[config.mk]
export PLATFORM = sky130hd
export DESIGN_NAME = alu_arbiter
export DESIGN_NICKNAME = d
export VERILOG_FILES = /design/src/rtl/alu_pkg.sv /design/src/rtl/rr_arbiter.sv /design/src/rtl/alu_arbiter.sv
export SDC_FILE = /design/constraint.sdc
export NUM_CORES = 1
export LEC_CHECK = 0
export ABC_AREA = 1
export CORE_AREA = 3 3 164 166
export DETAILED_ROUTE_END_ITERATION = 16
export DIE_AREA = 0 0 167 169
export GPL_ROUTABILITY_DRIVEN = 1
export GPL_TIMING_DRIVEN = 1
export HOLD_SLACK_MARGIN = 0.03
export SLEW_MARGIN = 20
export SYNTH_ARGS = -nofsm -noshare
export SYNTH_HDL_FRONTEND = slang
export SYNTH_SLANG_ARGS = --single-unit
export TNS_END_PERCENT = 20
[constraint.sdc]
create_clock -name clk -period 8.04 [get_ports clk]
set_clock_uncertainty 0.05 [all_clocks]
set_input_delay 2.412 -clock clk [delete_from_list [all_inputs] [get_ports clk]]
set_output_delay 2.412 -clock clk [all_outputs]
set_load 0.01 [all_outputs]
[src/rtl/alu_pkg.sv]
// Shared ALU definitions: opcode encodings, datapath width and the
// arbiter sequencer state type.
package alu_pkg;
  localparam int OP_W  = 3;
  localparam int ALU_W = 32;

  localparam logic [OP_W-1:0] OP_ADD = 3'b000;
  localparam logic [OP_W-1:0] OP_SUB = 3'b001;
  localparam logic [OP_W-1:0] OP_AND = 3'b010;
  localparam logic [OP_W-1:0] OP_OR  = 3'b011;
  localparam logic [OP_W-1:0] OP_NOT = 3'b100;

  typedef enum logic [1:0] {IDLE, EXEC, RESP} arb_state_t;

  // Encodings above OP_NOT have no ALU meaning and are answered locally.
  function automatic logic op_legal(input logic [OP_W-1:0] op);
    return op <= OP_NOT;
  endfunction
endpackage

[src/rtl/rr_arbiter.sv]
// Combinational round-robin picker: the search begins one past last_id
// and wraps, so the most recent winner has lowest priority.
module rr_arbiter #(
  parameter int N  = 4,
  parameter int IW = $clog2(N)
) (
  input  logic [N-1:0]  req,
  input  logic [IW-1:0] last_id,
  output logic [N-1:0]  gnt,
  output logic [IW-1:0] gnt_id,
  output logic          any
);
  always_comb begin
    int idx;
    gnt    = '0;
    gnt_id = '0;
    any    = 1'b0;
    idx    = 0;
    for (int i = 1; i <= N; i++) begin
      idx = int'(last_id) + i;
      if (idx >= N) idx = idx - N;
      if (!any && req[idx]) begin
        any         = 1'b1;
        gnt[idx]    = 1'b1;
        gnt_id      = IW'(idx);
      end
    end
  end
endmodule

[src/rtl/alu_arbiter.sv]
// Shares one registered ALU among NUM_REQ requesters: round-robin grant,
// operand launch, latency wait, and a per-requester response handshake.
module alu_arbiter
  import alu_pkg::*;
#(
  parameter int NUM_REQ = 4,
  parameter int DATA_W  = 32,
  parameter int ALU_LAT = 1
) (
  input  logic                      clk,
  input  logic                      rst,
  input  logic [NUM_REQ-1:0]        req_valid,
  output logic [NUM_REQ-1:0]        req_ready,
  input  logic [NUM_REQ*DATA_W-1:0] req_a,
  input  logic [NUM_REQ*DATA_W-1:0] req_b,
  input  logic [NUM_REQ*OP_W-1:0]   req_op,
  output logic [NUM_REQ-1:0]        rsp_valid,
  input  logic [NUM_REQ-1:0]        rsp_ready,
  output logic [DATA_W-1:0]         rsp_data,
  output logic                      rsp_err,
  output logic [DATA_W-1:0]         alu_a,
  output logic [DATA_W-1:0]         alu_b,
  output logic [OP_W-1:0]           alu_ctrl,
  input  logic [DATA_W-1:0]         alu_result,
  output logic                      busy
);
  localparam int IW    = $clog2(NUM_REQ);
  localparam int CNT_W = $clog2(ALU_LAT + 1);

  arb_state_t          state_q, state_d;
  logic [IW-1:0]       ptr_q, ptr_d;
  logic [IW-1:0]       id_q, id_d;
  logic [CNT_W-1:0]    cnt_q, cnt_d;
  logic [DATA_W-1:0]   alu_a_q, alu_a_d, alu_b_q, alu_b_d;
  logic [OP_W-1:0]     alu_ctrl_q, alu_ctrl_d;
  logic [DATA_W-1:0]   rsp_data_q, rsp_data_d;
  logic                rsp_err_q, rsp_err_d;

  logic [NUM_REQ-1:0]  gnt;
  logic [IW-1:0]       gnt_id;
  logic                gnt_any;
  logic [OP_W-1:0]     sel_op;

  rr_arbiter #(.N(NUM_REQ), .IW(IW)) u_rr (
    .req     (req_valid),
    .last_id (ptr_q),
    .gnt     (gnt),
    .gnt_id  (gnt_id),
    .any     (gnt_any)
  );

  assign sel_op = req_op[int'(gnt_id)*OP_W +: OP_W];

  always_comb begin
    state_d    = state_q;
    ptr_d      = ptr_q;
    id_d       = id_q;
    cnt_d      = cnt_q;
    alu_a_d    = alu_a_q;
    alu_b_d    = alu_b_q;
    alu_ctrl_d = alu_ctrl_q;
    rsp_data_d = rsp_data_q;
    rsp_err_d  = rsp_err_q;
    case (state_q)
      IDLE: if (gnt_any) begin
        ptr_d = gnt_id;
        id_d  = gnt_id;
        if (op_legal(sel_op)) begin
          alu_a_d    = req_a[int'(gnt_id)*DATA_W +: DATA_W];
          alu_b_d    = req_b[int'(gnt_id)*DATA_W +: DATA_W];
          alu_ctrl_d = sel_op;
          cnt_d      = '0;
          state_d    = EXEC;
        end else begin
          // Illegal op skips the ALU; its operand registers stay untouched.
          rsp_data_d = '0;
          rsp_err_d  = 1'b1;
          state_d    = RESP;
        end
      end
      EXEC: begin
        cnt_d = cnt_q + 1'b1;
        if (cnt_q == CNT_W'(ALU_LAT)) begin
          rsp_data_d = alu_result;
          rsp_err_d  = 1'b0;
          state_d    = RESP;
        end
      end
      RESP: if (rsp_ready[id_q]) state_d = IDLE;
      default: state_d = IDLE;
    endcase
  end

  always_ff @(posedge clk) begin
    if (rst) begin
      state_q    <= IDLE;
      ptr_q      <= IW'(NUM_REQ - 1);
      id_q       <= '0;
      cnt_q      <= '0;
      alu_a_q    <= '0;
      alu_b_q    <= '0;
      alu_ctrl_q <= '0;
      rsp_data_q <= '0;
      rsp_err_q  <= 1'b0;
    end else begin
      state_q    <= state_d;
      ptr_q      <= ptr_d;
      id_q       <= id_d;
      cnt_q      <= cnt_d;
      alu_a_q    <= alu_a_d;
      alu_b_q    <= alu_b_d;
      alu_ctrl_q <= alu_ctrl_d;
      rsp_data_q <= rsp_data_d;
      rsp_err_q  <= rsp_err_d;
    end
  end

  always_comb begin
    rsp_valid = '0;
    if (state_q == RESP) rsp_valid[id_q] = 1'b1;
  end

  assign req_ready = (state_q == IDLE && !rst) ? gnt : '0;
  assign busy      = (state_q != IDLE);
  assign rsp_data  = rsp_data_q;
  assign rsp_err   = rsp_err_q;
  assign alu_a     = alu_a_q;
  assign alu_b     = alu_b_q;
  assign alu_ctrl  = alu_ctrl_q;
endmodule
[Yosys cells after proc, flatten, opt, wreduce, memory -nomap -nowiden]
Cells that the tools add are included.
Word-level totals
  flip-flop bits (word level): 107
  input port bits: 310
Cells by class
  add/subtract/negate cells: 9
  multipliers: 1
  magnitude comparators: 15
  equal/unequal tests: 7
  shift-type cells: 3
  multiplexer cells: 58
  bitwise logic cells: 3
  reductions and logical operators: 21
Operators with widths (number)
  $shiftx A128 B8 Y32: 2
  $mux W32: 7
  $ge A32 B1 Y1 const B: 4
  $ge A32 B4 Y1 const B: 4
  $lt A32 B4 Y1 const B: 4
  $sub A32 B4 Y32 const B: 4
  $pmux W32 S2: 1
  $mux W4: 6
  $mux W1: 23
  $mux W2: 8
  $or A4 B4 Y4: 3
  $shiftx A12 B5 Y3: 1
  $bmux W1 S2: 5
  $demux W1 S2: 5
  $ne A2 B2 Y1 const B: 5
  $logic_and A1 B1 Y1: 9
  $reduce_and A3 Y1: 3
  $add A2 B2 Y3 const B: 2
  $pmux W2 S3: 1
  $add A2 B3 Y4 const B: 1
  $logic_not A1 Y1: 4
  $mul A2 B2 Y4 const B: 1
  $pmux W1 S2: 2
  $reduce_and A4 Y1: 1
  10 further kinds: 11

[Logic depth before layout (Yosys ltp)]
  word-level depth: 22
  mapped depth: 23

[By module]
From an unflattened synthesis, not the netlist that was laid out.
Second synthesis, totals
  cells, all modules: 1162
  area, all modules: 6850.3 um^2
By module, submodules not included
  alu_arbiter: instances 1, cells an instance 1088, area each 6399.9 um^2, seq. area each 2142.1 um^2
  rr_arbiter: instances 1, cells an instance 74, area each 450.4 um^2, seq. area each 0.0 um^2

[Worst setup path before layout]
No wires, ideal clock.
  path type: input to output
  start point: in req_valid[0]
  end point: out req_ready[1]
  data arrival time: 3.379 ns
  path slack: 2.199 ns
  cell stages on the path: 11
  path buffers: 0
  path through: nand2_1 -> nand2_1 -> nand2_2 -> nand2_4 -> nor2_4 -> nand2_1 -> nor2_1 -> inv_1 -> nor2_1 -> o21ai_0 -> inv_1
On the way
  longest elaborated chain between the ends: 14
  elaborated cells between the ends (all ways): 29
Ends and longest elaborated chain
  start, declared: line alu_arbiter.sv:12  | input logic [NUM_REQ-1:0] req_valid,
  $bmux W1 S2: line rr_arbiter.sv:22  | if (!any && req[idx]) begin
  $mux W1 (implied by the code) (2 in a row): line rr_arbiter.sv:22
  $mux W1: line rr_arbiter.sv:22
  $logic_not A1 Y1: line rr_arbiter.sv:22
  $logic_and A1 B1 Y1: line rr_arbiter.sv:22
  $mux W1: line rr_arbiter.sv:22
  $logic_not A1 Y1: line rr_arbiter.sv:22
  $logic_and A1 B1 Y1: line rr_arbiter.sv:22
  $mux W1: line rr_arbiter.sv:22
  $logic_not A1 Y1: line rr_arbiter.sv:22
  $logic_and A1 B1 Y1: line rr_arbiter.sv:22
  $mux W4 (*): line rr_arbiter.sv:22
  $mux W4 (*): line alu_arbiter.sv:123  | assign req_ready = (state_q == IDLE && !rst) ? gnt : '0;
  end, declared: line alu_arbiter.sv:13  | output logic [NUM_REQ-1:0] req_ready,
Every way passes the cells marked *; elsewhere a longest branch is shown, timed or not. The select of a mux whose other input is x is not followed.

[Worst setup path after layout]
  start point: in req_valid[2]
  end point: out req_ready[1]
The elaborated chain is that of the path after synthesis.

==> impl_metrics.xml <==
<?xml version="1.0" encoding="UTF-8"?>
<metrics>
  <group name="outcome">
    <metric name="outcome" unit="">finished, final reports clean</metric>
  </group>
  <group name="setup_path">
    <metric name="critical_path.startpoint_type" unit="">primary input</metric>
    <metric name="critPathCaptureType" unit="">output port</metric>
    <metric name="maximum_fanout_along_the_worst_path" unit="">7</metric>
    <metric name="setup.worst_path.class" unit="">in -&gt; out</metric>
    <metric name="arrival" unit="ns">4.64</metric>
    <metric name="timing.critical_path.required" unit="ns">5.58</metric>
  </group>
  <group name="clock_network">
    <metric name="clk_latency" unit="ns">0.34</metric>
    <metric name="cts_tree" unit="">done</metric>
    <metric name="clk_path_buf_depth" unit="">2</metric>
    <metric name="number_of_hold_buffers_added_after_cts" unit="">0</metric>
    <metric name="cts.clk_slew.worst_paths" unit="ns">0.07</metric>
    <metric name="cts_buffers" unit="">9</metric>
    <metric name="cts.sinks" unit="">107</metric>
    <metric name="cts-root-buf" unit="">sky130_fd_sc_hd__clkbuf_16</metric>
    <metric name="cts_h_tree_depth" unit="">3</metric>
    <metric name="post_cts_resize_count" unit="">0</metric>
    <metric name="post_cts.repair.setup_buffers" unit="">0</metric>
  </group>
  <group name="timing">
    <metric name="unrepaired_setup_endpoints_after_global_routing" unit="">no</metric>
    <metric name="tns" unit="ns">0</metric>
    <metric name="slew-limit-headroom" unit="%">35.6</metric>
    <metric name="number_of_hold_violations_in_the_final_report" unit="">0</metric>
    <metric name="fmax" unit="MHz">141</metric>
    <metric name="timing.final.crit_share" unit="%">88.3</metric>
    <metric name="timing.final.max_slew_violations" unit="">0</metric>
    <metric name="timing_worst_slew_pin_value" unit="ns">0.966</metric>
    <metric name="finalSetupViolations" unit="">0</metric>
    <metric name="min_period" unit="ns">7.10</metric>
  </group>
  <group name="global_routing">
    <metric name="antenna_found_initial" unit="">2</metric>
    <metric name="first_global_vias" unit="">8059</metric>
    <metric name="grt_pass1_wl" unit="mm">45.2</metric>
    <metric name="grt_max_degree" unit="">133</metric>
    <metric name="grt_total_usage" unit="%">20.0</metric>
    <metric name="global_route.overflow_total" unit="">0</metric>
  </group>
  <group name="floorplan">
    <metric name="ios" unit="">419</metric>
    <metric name="floorplan.die.width" unit="um">167</metric>
    <metric name="initial_utilization" unit="%">27.9</metric>
    <metric name="floorplan.die_area" unit="um2">28200</metric>
    <metric name="core_area" unit="um2">25800</metric>
    <metric name="floorplan.rows" unit="">59</metric>
    <metric name="floorplan.die.height" unit="um">169</metric>
  </group>
  <group name="logic_synthesis">
    <metric name="ys.warnings.count" unit="">0</metric>
    <metric name="synthesis.instances" unit="">1194</metric>
    <metric name="netlist.top_cell.by_area" unit="">sky130_fd_sc_hd__dfxtp_1</metric>
    <metric name="synthesis.nets" unit="">1512</metric>
    <metric name="largest_cells_by_area_after_synthesis" unit="">sky130_fd_sc_hd__dfxtp_1 (30%), sky130_fd_sc_hd__a21oi_1 (16%), sky130_fd_sc_hd__nand2_1 (13%)</metric>
    <metric name="postSynthRegisterBits" unit="">107</metric>
    <metric name="ys_dominant_reg_cell" unit="">sky130_fd_sc_hd__dfxtp_1</metric>
    <metric name="synth_cell_types" unit="">28</metric>
    <metric name="share_of_the_synthesized_area_in_the_top_cell_type" unit="%">29.8</metric>
    <metric name="avgSynthCellArea" unit="um2">6.02</metric>
    <metric name="post_synthesis_instance_area" unit="um2">7190</metric>
    <metric name="synthArstFlopShare" unit="%">0</metric>
    <metric name="synth-edff-count" unit="">0</metric>
    <metric name="synth_seq_area_share" unit="%">29.8</metric>
  </group>
  <group name="final_layout">
    <metric name="drive_gt1_share" unit="%">2.93</metric>
    <metric name="final.fill_count" unit="">2723</metric>
    <metric name="multi_input_gate_area" unit="um2">3960</metric>
    <metric name="final_util" unit="%">45.5</metric>
    <metric name="final_non_filler_cells" unit="">1875</metric>
    <metric name="nets" unit="">1852</metric>
    <metric name="area.sequential" unit="um2">2140</metric>
    <metric name="area_growth" unit="%">63.1</metric>
  </group>
  <group name="pwr">
    <metric name="p_per_area" unit="nW/um2">463</metric>
    <metric name="peakVddDrop" unit="mV">0.520</metric>
    <metric name="power_leakage" unit="nW">5.05</metric>
    <metric name="p_total" unit="mW">5.44</metric>
  </group>
  <group name="detailed_routing">
    <metric name="wire_length_per_cell" unit="um">16.5</metric>
    <metric name="drt_first_pass_iters" unit="">4</metric>
    <metric name="number_of_remaining_drc_errors" unit="">0</metric>
    <metric name="wirelength" unit="mm">30.9</metric>
    <metric name="drt-initial-drc-count" unit="">495</metric>
    <metric name="routed-via-count" unit="">8887</metric>
    <metric name="postRouteAntennaNets" unit="">0</metric>
    <metric name="routed_via_density" unit="">4.74</metric>
  </group>
  <group name="run">
    <metric name="max_cap_violations" unit="">0</metric>
  </group>
  <group name="hold_path">
    <metric name="hold_path.class" unit="">reg -&gt; reg</metric>
  </group>
  <group name="placed_design">
    <metric name="port_buffers" unit="">418</metric>
    <metric name="gpl.final_weighted_congestion" unit="">0.935</metric>
    <metric name="place.detailed.instances" unit="">1857</metric>
    <metric name="hpwlAfterDp" unit="mm">22.3</metric>
  </group>
</metrics>
-- state kept, by name, indices dropped and copies added, names as in the netlist --
name      flops
alu_a        32
alu_b        32
rsp_data     32
alu_ctrl      3
id_q          2
ptr_q         2
state_q       2
cnt_q         1
rsp_err       1
-- power by group --
group | internal (mW) | switching, mW
Clock | 0.213 | 0.213
Combinational | 1.44 | 2.79
Sequential | 0.693 | 0.0866
-- worst max-delay path, cell delays in order --
cell and delay [ns]:
sky130_fd_sc_hd__clkdlybuf4s50_1 0.45, sky130_fd_sc_hd__inv_1 0.08, sky130_fd_sc_hd__nand2_1 0.05, sky130_fd_sc_hd__nand3_1 0.15
sky130_fd_sc_hd__nand2_4 0.10, sky130_fd_sc_hd__nor2_4 0.17, sky130_fd_sc_hd__nand2_1 0.16, sky130_fd_sc_hd__nor2_1 0.18
sky130_fd_sc_hd__inv_1 0.09, sky130_fd_sc_hd__nor2_1 0.09, sky130_fd_sc_hd__o21ai_0 0.10, sky130_fd_sc_hd__inv_1 0.08
sky130_fd_sc_hd__clkdlybuf4s50_1 0.53
-- layout by cell type, fill, tap and decap left out, drive strengths merged, types with 47 or more instances in the layout --
master	instances
o21ai	137
clkdlybuf4s50	417
nand2	254
inv	177
dfxtp	107
nor2	59
nand4	69
a21oi	228
nand3	47
-- logic make-up after synthesis --
group,count (synthesis),synth area share [%]
AND/OR/NAND/NOR,434,26.7
AO/OA/AOI/OAI,372,26.3
buffers and inverters,273,15.9
flip-flops,107,29.8
adder cells (fa/ha/maj),8,1.39
-- through the flow --
step           cell area, um2  setup slack (ns)  hold slack [ns]
5_1_grt                 11700             0.784            0.428
2_1_floorplan            7190              2.20            0.422
3_3_place_gp            11400              1.05            0.390
3_5_place_dp            11400             0.957            0.394
4_1_cts                 11700             0.956            0.406
6_report                11700             0.937            0.404
-- worst paths after layout --
check / cells after the start / slack, ns / to / from
worst max-delay path: 13 / 0.94 / req_ready[1] / req_valid[2]
worst min-delay path: 2 / 0.40 / alu_ctrl[2] / alu_ctrl[2]
worst max register to register: 17 / 2.97 / alu_ctrl[1] / ptr_q[0]
worst min register to register: 2 / 0.40 / alu_ctrl[2] / alu_ctrl[2]
-- cell usage after synthesis (all sizes together), types with 2 or more instances --
cell      n
nor3      4
buf      50
a21oi   228
ha        8
dfxtp   107
a31oi     2
clkbuf   47
a22oi     3
nand2   254
nand3    47
nor2     59
o21ai   137
o211ai    2
inv     175
nand4    69
-- layout make-up --
type | count | area share [%]
well taps | 335 | 3.57
clock inverters | 6 | 0.427
repair buffers | 426 | 36.3
inverters | 176 | 5.68
multi-input cells | 814 | 33.7
flip-flops and latches | 107 | 18.3
clock buffers | 9 | 1.92
diodes | 2 | 0.0427
-- per-layer routing --
| layer | vias to the layer above | wire length, um | global-route usage (%) |
|---|---|---|---|
| li1 | 4601 | - | - |
| met1 | 3964 | 12800 | 23.6 |
| met2 | 292 | 15200 | 35.5 |
| met3 | 30 | 2340 | 6.12 |
| met4 | 0 | 556 | 4.84 |
| met5 | - | 0 | 0 |
No activity file was read; power rests on OpenSTA's default activity.
